==> src/rtl/video_fb_arbiter.sv <==
// ============================================================================
// video_fb_arbiter
//
// Sequences a single-port 1 bpp framebuffer RAM for the composite video
// generator. Raster prefetch owns the RAM whenever it needs it; a host port
// (req/ack handshake) gets every slot the raster leaves free.
//
// The displayed 16-pixel word lives in cur_word, the following word in
// next_word. Inside a line, the word after next is fetched at a fixed x
// phase (PREFETCH_SLOT). During horizontal blanking a short burst loads
// words 0 and 1 of the next line.
//
// Ports:
//   clk, rst        12 MHz clock, asynchronous active-low reset
//   i_enable        raster pixel enable
//   i_pixel_x/y     raster coordinates (x 0..498, y 0..LAST_LINE)
//   o_pixel         pixel bit for the current coordinate (combinational)
//   o_mem_addr      RAM word address {y, word}           (registered)
//   o_mem_rd        RAM read strobe, data one cycle later (registered)
//   o_mem_we        RAM write strobe                     (registered)
//   o_mem_wdata     RAM write data                       (registered)
//   i_mem_rdata     RAM read data
//   i_host_req      host request, held until acknowledged
//   i_host_addr     host word address
//   i_host_data     host write data
//   o_host_ack      one-cycle acknowledge pulse
//
// Optional feature (macro VIDEO_FB_HOST_READ_EN):
//   i_host_wr       1 = write, 0 = read
//   o_host_rdata    host read data, valid while o_host_ack is high
//   A host read issues o_mem_rd and acknowledges in the data cycle; no video
//   read may start in that data cycle, so a colliding in-line fetch is held
//   for one cycle.
// ============================================================================
module video_fb_arbiter #(
    parameter int unsigned PREFETCH_SLOT = 4,
    parameter int unsigned LAST_LINE     = 229
) (
    input  logic        clk,
    input  logic        rst,
    input  logic        i_enable,
    input  logic [8:0]  i_pixel_x,
    input  logic [7:0]  i_pixel_y,
    output logic        o_pixel,
    output logic [12:0] o_mem_addr,
    output logic        o_mem_rd,
    output logic        o_mem_we,
    output logic [15:0] o_mem_wdata,
    input  logic [15:0] i_mem_rdata,
    input  logic        i_host_req,
    input  logic [12:0] i_host_addr,
    input  logic [15:0] i_host_data,
`ifdef VIDEO_FB_HOST_READ_EN
    input  logic        i_host_wr,
    output logic [15:0] o_host_rdata,
`endif
    output logic        o_host_ack
);

    localparam logic [3:0] SLOT   = 4'(PREFETCH_SLOT);
    localparam logic [7:0] LAST_Y = 8'(LAST_LINE);

    typedef enum logic [1:0] {
        S_IDLE,
        S_F0,
        S_F1,
        S_D1
    } state_t;

    // Destination of a read: travels with o_mem_rd, then with the data cycle.
    typedef enum logic [1:0] {
        T_NONE,
        T_CUR,
        T_NEXT,
        T_HOST
    } tag_t;

    state_t      state_q,      state_d;
    logic [7:0]  fetch_line_q, fetch_line_d;
    logic [15:0] cur_word_q,   cur_word_d;
    logic [15:0] next_word_q,  next_word_d;
    logic [12:0] mem_addr_q,   mem_addr_d;
    logic        mem_rd_q,     mem_rd_d;
    logic        mem_we_q,     mem_we_d;
    logic [15:0] mem_wdata_q,  mem_wdata_d;
    logic        host_ack_q,   host_ack_d;
    tag_t        rd_tag_q,     rd_tag_d;
    tag_t        cap_tag_q,    cap_tag_d;
    logic        pend_q,       pend_d;
    logic [12:0] pend_addr_q,  pend_addr_d;
    logic        en_q;

    logic [4:0]  word_idx;
    logic [3:0]  bit_sel;
    logic        fall_edge;
    logic        inline_go;
    logic [12:0] inline_addr;
    logic        host_rd_busy;
    logic        host_wr_sel;
    logic        vid_go;
    logic [12:0] vid_addr;
    tag_t        vid_tag;
    logic        host_go;

    assign word_idx    = i_pixel_x[8:4];
    // Bit 15 is the leftmost pixel, so the bit index is 15 - x[3:0].
    assign bit_sel     = ~i_pixel_x[3:0];
    assign o_pixel     = i_enable & cur_word_q[bit_sel];
    assign fall_edge   = en_q & ~i_enable;

    // Word 0 and word 1 come from the blanking burst and word 31 has no
    // successor, so only words 1..30 trigger a fetch of the following word.
    assign inline_go   = i_enable && (i_pixel_x[3:0] == SLOT) &&
                         (word_idx >= 5'd1) && (word_idx <= 5'd30);
    assign inline_addr = {i_pixel_y, word_idx + 5'd1};

    // A host read was put on the bus this cycle: next cycle is its data
    // cycle, which no new command may use.
    assign host_rd_busy = (rd_tag_q == T_HOST);

`ifdef VIDEO_FB_HOST_READ_EN
    assign host_wr_sel  = i_host_wr;
    assign o_host_rdata = i_mem_rdata;
`else
    assign host_wr_sel  = 1'b1;
`endif

    assign o_mem_addr  = mem_addr_q;
    assign o_mem_rd    = mem_rd_q;
    assign o_mem_we    = mem_we_q;
    assign o_mem_wdata = mem_wdata_q;
    assign o_host_ack  = host_ack_q;

    always_comb begin
        state_d      = state_q;
        fetch_line_d = fetch_line_q;
        cur_word_d   = cur_word_q;
        next_word_d  = next_word_q;
        mem_addr_d   = mem_addr_q;
        mem_wdata_d  = mem_wdata_q;
        mem_rd_d     = 1'b0;
        mem_we_d     = 1'b0;
        host_ack_d   = 1'b0;
        rd_tag_d     = T_NONE;
        cap_tag_d    = rd_tag_q;
        pend_d       = pend_q;
        pend_addr_d  = pend_addr_q;
        vid_go       = 1'b0;
        vid_addr     = '0;
        vid_tag      = T_NONE;
        host_go      = 1'b0;

        // Blanking burst: word 0 -> cur_word, word 1 -> next_word.
        case (state_q)
            S_IDLE: begin
                if (fall_edge) begin
                    fetch_line_d = (i_pixel_y == LAST_Y) ? 8'd0 : i_pixel_y + 8'd1;
                    state_d      = S_F0;
                end
            end
            S_F0: begin
                if (!host_rd_busy) begin
                    vid_go   = 1'b1;
                    vid_addr = {fetch_line_q, 5'd0};
                    vid_tag  = T_CUR;
                    state_d  = S_F1;
                end
            end
            S_F1: begin
                if (!host_rd_busy) begin
                    vid_go   = 1'b1;
                    vid_addr = {fetch_line_q, 5'd1};
                    vid_tag  = T_NEXT;
                    state_d  = S_D1;
                end
            end
            S_D1: begin
                // Word 1 lands this cycle; the burst is then complete.
                state_d = S_IDLE;
            end
            default: begin
                state_d = S_IDLE;
            end
        endcase

        // In-line prefetch. If it collides with a host read data cycle it is
        // parked for one cycle; the swap at x[3:0]=15 still has ample margin.
        if (host_rd_busy) begin
            if (inline_go) begin
                pend_d      = 1'b1;
                pend_addr_d = inline_addr;
            end
        end else if (!vid_go) begin
            if (pend_q) begin
                vid_go   = 1'b1;
                vid_addr = pend_addr_q;
                vid_tag  = T_NEXT;
                pend_d   = 1'b0;
            end else if (inline_go) begin
                vid_go   = 1'b1;
                vid_addr = inline_addr;
                vid_tag  = T_NEXT;
            end
        end

        // Host only takes a slot no video read wants. A request still high
        // in its own ack cycle is the same access and must not repeat.
        host_go = i_host_req && !vid_go && !host_ack_q && !host_rd_busy && !pend_q;

        if (vid_go) begin
            mem_rd_d   = 1'b1;
            mem_addr_d = vid_addr;
            rd_tag_d   = vid_tag;
        end else if (host_go) begin
            mem_addr_d = i_host_addr;
            if (host_wr_sel) begin
                mem_we_d    = 1'b1;
                mem_wdata_d = i_host_data;
                host_ack_d  = 1'b1;
            end else begin
                mem_rd_d = 1'b1;
                rd_tag_d = T_HOST;
            end
        end

        // Host read acknowledges in its data cycle, alongside the RAM data.
        if (rd_tag_q == T_HOST) begin
            host_ack_d = 1'b1;
        end

        // Swap at the last pixel of a word; a landing read takes precedence.
        if (i_enable && (i_pixel_x[3:0] == 4'hF)) begin
            cur_word_d = next_word_q;
        end
        case (cap_tag_q)
            T_CUR:   cur_word_d  = i_mem_rdata;
            T_NEXT:  next_word_d = i_mem_rdata;
            default: ;
        endcase
    end

    always_ff @(posedge clk or negedge rst) begin
        if (!rst) begin
            // Starting in S_F0 prefetches line 0 right after reset.
            state_q      <= S_F0;
            fetch_line_q <= 8'd0;
            cur_word_q   <= 16'd0;
            next_word_q  <= 16'd0;
            mem_addr_q   <= 13'd0;
            mem_rd_q     <= 1'b0;
            mem_we_q     <= 1'b0;
            mem_wdata_q  <= 16'd0;
            host_ack_q   <= 1'b0;
            rd_tag_q     <= T_NONE;
            cap_tag_q    <= T_NONE;
            pend_q       <= 1'b0;
            pend_addr_q  <= 13'd0;
            en_q         <= 1'b0;
        end else begin
            state_q      <= state_d;
            fetch_line_q <= fetch_line_d;
            cur_word_q   <= cur_word_d;
            next_word_q  <= next_word_d;
            mem_addr_q   <= mem_addr_d;
            mem_rd_q     <= mem_rd_d;
            mem_we_q     <= mem_we_d;
            mem_wdata_q  <= mem_wdata_d;
            host_ack_q   <= host_ack_d;
            rd_tag_q     <= rd_tag_d;
            cap_tag_q    <= cap_tag_d;
            pend_q       <= pend_d;
            pend_addr_q  <= pend_addr_d;
            en_q         <= i_enable;
        end
    end

endmodule

==> config.mk <==
export PLATFORM = sky130hd
export DESIGN_NAME = video_fb_arbiter
export DESIGN_NICKNAME = d
export VERILOG_FILES = /design/src/rtl/video_fb_arbiter.sv
export SDC_FILE = /design/constraint.sdc
export NUM_CORES = 1
export LEC_CHECK = 0
export BUFFER_PORTS_ARGS = -buffer_cell sky130_fd_sc_hd__buf_2
export CAP_MARGIN = 10
export CORE_MARGIN = 5
export CORE_UTILIZATION = 30
export CTS_CLUSTER_SIZE = 30
export DETAILED_ROUTE_END_ITERATION = 7
export GPL_TIMING_DRIVEN = 0
export SKIP_CTS_REPAIR_TIMING = 1
export SYNTH_ARGS = -nofsm -noshare
export SYNTH_HDL_FRONTEND = slang
export SYNTH_SLANG_ARGS = --single-unit
export TNS_END_PERCENT = 50
==> constraint.sdc <==
create_clock -name clk -period 4.7 [get_ports clk]
set_clock_uncertainty 0.2 [all_clocks]
set_input_delay 0.47 -clock clk [delete_from_list [all_inputs] [get_ports clk]]
set_output_delay 0.47 -clock clk [all_outputs]
set_load 0.05 [all_outputs]
==> out/results.txt <==
The static leakage came out at 2.575 nW. The compound-cell area share of the yosys netlist works out to 12.33%. The reg-to-reg startpoint was state_q[0]$_DFFE_PN1P_. Timing analysis after detailed placement gives a worst setup slack of 2.028 ns.

The proportion of register bits with asynchronous set or reset after synthesis was 100.0%. The post-route netlist has 30.20% of its cells at a drive strength greater than 1. Startpoint class of the critical path: a flop. Entering global routing, the biggest net connects 70 pins. The mean number of vias per cell is 4.898, and the post-route DRC violation count is 0. Of the total synthesized cell area, the portion taken by full adders, half adders and majority gates is 2.529%. The post-synthesis share of cell area spent on and, or, nand and nor gates is 11.01%. The routed wirelength normalized by instance count came out at 15.73 µm.

The tightest hold path in the finished design has a slack of 0.1377 ns. Largest family of logic cells by synthesized area: multiplexers. For this run, the detailed router's first-pass iteration total came to 4.

The global-route total usage across every layer was 12.58%. HPWL after detailed placement: 8252 µm. Counting I/O delays and the setup requirement, the final critical path takes 2.720 ns. The count of final hold-check violations was 0. In this run, synthesis produced a sequential element count of 93. The count of nets left with antenna violations once routing finished came out at 0.

The tools report the number of synthesis warnings as 0. The library cells used most frequently in the layout, excluding fill and tap cells, are 101 x buf_2, 92 x dfrtp_1, 41 x nand2_1, 34 x o21ai_0, 26 x mux2_1. The routed design has 10760 µm of wire. In this run the power spent charging and discharging nets is 1.671 mW. The path type of the worst min-delay path was in2reg.

STA classifies the critical path endpoint as an output pin. Averaged over all synthesized cells, the footprint is 11.57 µm². The worst-case clock buffer depth was 2. TritonCTS built the clock tree. Along the worst path, the maximum fanout reaches 2.

Leaving out fill and tap cells, the most frequent cell in the layout is buf_2. Post-route fraction of the period consumed by the critical path: 57.87%. At the pin with the least slew margin, the transition time is 0.7467 ns.

In this run the count of I/O pins placed on the die edge is 99. For the initial antenna violation count, the log shows 0. The run gives 0 as the reported max-cap violation count. Of the total power, combinational logic draws 46.1%. The capture point of the worst reg-to-reg path is o_mem_wdata[13]$_DFFE_PN0P_.

The final layout contains 570 nets. The wire length of the first global-routing pass was 17710 µm. The clock root buffer master was clkbuf_16. The net count of the mapped netlist was 460.

Of the total power, the share spent switching nets is 41.27%. Clock-pin slew was measured on the worst setup and hold paths at 0.07 ns. The run gives 2.05 ns as the critical path arrival.

The path depth of the worst reg2reg path came out at 7. Launch instance of the worst min-delay path: i_host_data[14]. The area growth from synthesis to final layout was 24.98%. The number of design-rule violations left by the first detailed-router iteration is 138, and the worst endpoint required time is 4.03 ns. The via count of the first global-routing pass was 3502.

Combined area of all synthesized cells: 4453 µm². The flow ran to the end, and the final reports show no timing, DRC or antenna violations. Power density over the cells: 727.4 nW/µm². The setup slack after layout was 1.980 ns. The run gives 0 as the total count of max-transition violations in the final report. The total congestion overflow after global routing is 0. For the number of distinct library cell variants in the gate-level netlist after synthesis, the log shows 51. The core area was 14530 µm²; the H-tree level count was 3. Counting instances, the worst hold path has a depth of 2. The most used flip-flop cell after synthesis is dfrtp_1. The vertical die dimension was 131.8 µm.

The category of the most critical setup path is reg2out. Clock tree synthesis inserted a total of 9 buffers. Setup repair after global routing left no endpoint under its margin. In this run the tightest slew margin relative to its limit is 49.84%. The share of total power dissipated in sequential elements is 32.7%. In this run the horizontal extent of the chip is 131.8 µm. The internal power of the cells totals 2.378 mW. The count of mapped cells out of synthesis was 385. The logs give 0 ns for the final total negative setup slack and 17380 µm² for the area enclosed by the die boundary. Across the VDD grid, the largest voltage drop is 309.6 µV.

The portion of synthesized area spent on multiplexers is 17.65%. For this configuration, the core starts out at a cell density of 30.64%. The clock net in this run drives a total of 93 sinks.

Clock latency on the worst-skew pair, taken at its later pin, is 0.34 ns. The congestion estimate from routability-driven global placement came to 0.8536. After synthesis, flip-flops and latches occupy 52.29% of the total area.

The path with the worst hold slack has its endpoint at o_mem_wdata[14]$_DFFE_PN0P_. Of the total power, the clock network draws 21.2%. The worst-case register-to-register setup slack is 2.04 ns, and the number of endpoints failing setup at the final stage is 0. For the placement row count, the log shows 44.

In this run, synthesis inferred 0 flip-flops with an integrated enable. Based on the critical path, the design can be clocked at up to 367.7 MHz. The post-synthesis share of cell area spent on xor and xnor gates was 1.770%. The number of antenna diodes in the final layout is 0.

For this block, the via count after detailed routing is 3350. The count of buffers added on input and output ports is 97.
==> worst max-delay path, cell delays in order, from the launching register on <==
cell	delay [ns]
dfrtp_1	0.38
mux4_2	0.46
mux4_2	0.47
and2_1	0.18
buf_2	0.21
==> cells in the mapped netlist, drive strengths merged, types with 2 or more instances <==
cell type / number / area, µm²
dfrtp: 92 / 2302
mux2: 42 / 472.9
nand2: 41 / 153.9
o21ai: 34 / 170.2
nor2: 22 / 82.58
mux2i: 20 / 200.2
a21oi: 16 / 87.59
clkbuf: 9 / 33.78
ha: 9 / 112.6
buf: 8 / 47.54
nand3: 8 / 40.04
inv: 7 / 26.28
nor2b: 7 / 43.79
a221o: 6 / 60.06
nor3: 6 / 41.29
xor2: 6 / 52.55
mux4: 5 / 112.6
and2: 4 / 25.02
o22a: 4 / 35.03
o22ai: 4 / 25.02
a31oi: 3 / 18.77
o21bai: 3 / 22.52
xnor2: 3 / 26.28
a211oi: 2 / 27.53
a21boi: 2 / 15.02
a221oi: 2 / 17.52
a22o: 2 / 17.52
nand2b: 2 / 12.51
nand4: 2 / 12.51
==> routing by layer <==
layer	GRT usage, %	vias to the layer above	part of all wire, %
met3	3.855	18	5.0
met5	0	-	0
met2	20.60	81	49
li1	-	1605	-
met1	15.65	1646	44
met4	4.743	0	2.2
==> state kept, by name, indices dropped and copies added (netlist names) <==
register / cells
o_host_ack: 1
state_q: 2
pend_q: 1
o_mem_rd: 1
next_word_q: 16
cur_word_q: 16
o_mem_addr: 13
o_mem_we: 1
cap_tag_q: 2
fetch_line_q: 8
cap_tag_d: 2
pend_addr_q: 13
o_mem_wdata: 16
en_q: 1
==> metrics by stage <==
step                std cells  utilization [%]  power, mW  area (µm²)
CTS                       683            38.22      4.111        5555
global placement          666            35.56      3.167        5169
finish                    684            38.29      4.048        5565
global route              684            38.29      4.328        5565
detailed placement        667            35.77      3.229        5199
floorplan                 385                -      2.738        4453
==> cells by family (layout without fill, tap and decap cells) <==
group / count (synthesis) / in the layout
buffers and inverters: 24 / 139
DFF: 93 / 93
and+or+nand+nor: 100 / 100
muxes: 67 / 67
adders and majority gates: 9 / 9
AOI/OAI and AO/OA: 83 / 83
xor gates and xnor gates: 9 / 9
==> power by group through the flow <==
stage,logic (mW),registers [mW],clock network [mW]
finish,1.86,1.32,0.860
detailed placement,1.89,1.34,0
global placement,1.85,1.32,0
floorplan,0.982,1.76,0
CTS,1.89,1.33,0.890
global route,2.04,1.37,0.918
==> layout make-up <==
type                       instances  area (µm²)
fill                            1461        8969
sequential                        93        2328
multi-input combinational        268        2017
timing repair buffer              99       525.5
clock buffer                      10       239.0
tap                              184       230.2
clock inverter                     6       117.6
buffer                            17       81.33
inverter                           7       26.28
==> how the worst max path moves through the flow <==
stage	startpoint	end	cells after the start
6_report	cur_word_q[0]$_DFFE_PN0P_	o_pixel	4
5_1_grt	state_q[0]$_DFFE_PN1P_	o_mem_wdata[9]$_DFFE_PN0P_	7
4_1_cts	cur_word_q[4]$_DFFE_PN0P_	o_pixel	4
3_5_place_dp	state_q[0]$_DFFE_PN1P_	o_mem_wdata[9]$_DFFE_PN0P_	7
3_3_place_gp	rst	o_mem_wdata[15]$_DFFE_PN0P_	1
2_1_floorplan	i_pixel_x[0]	o_pixel	4
(Power assumes the default switching activity.)
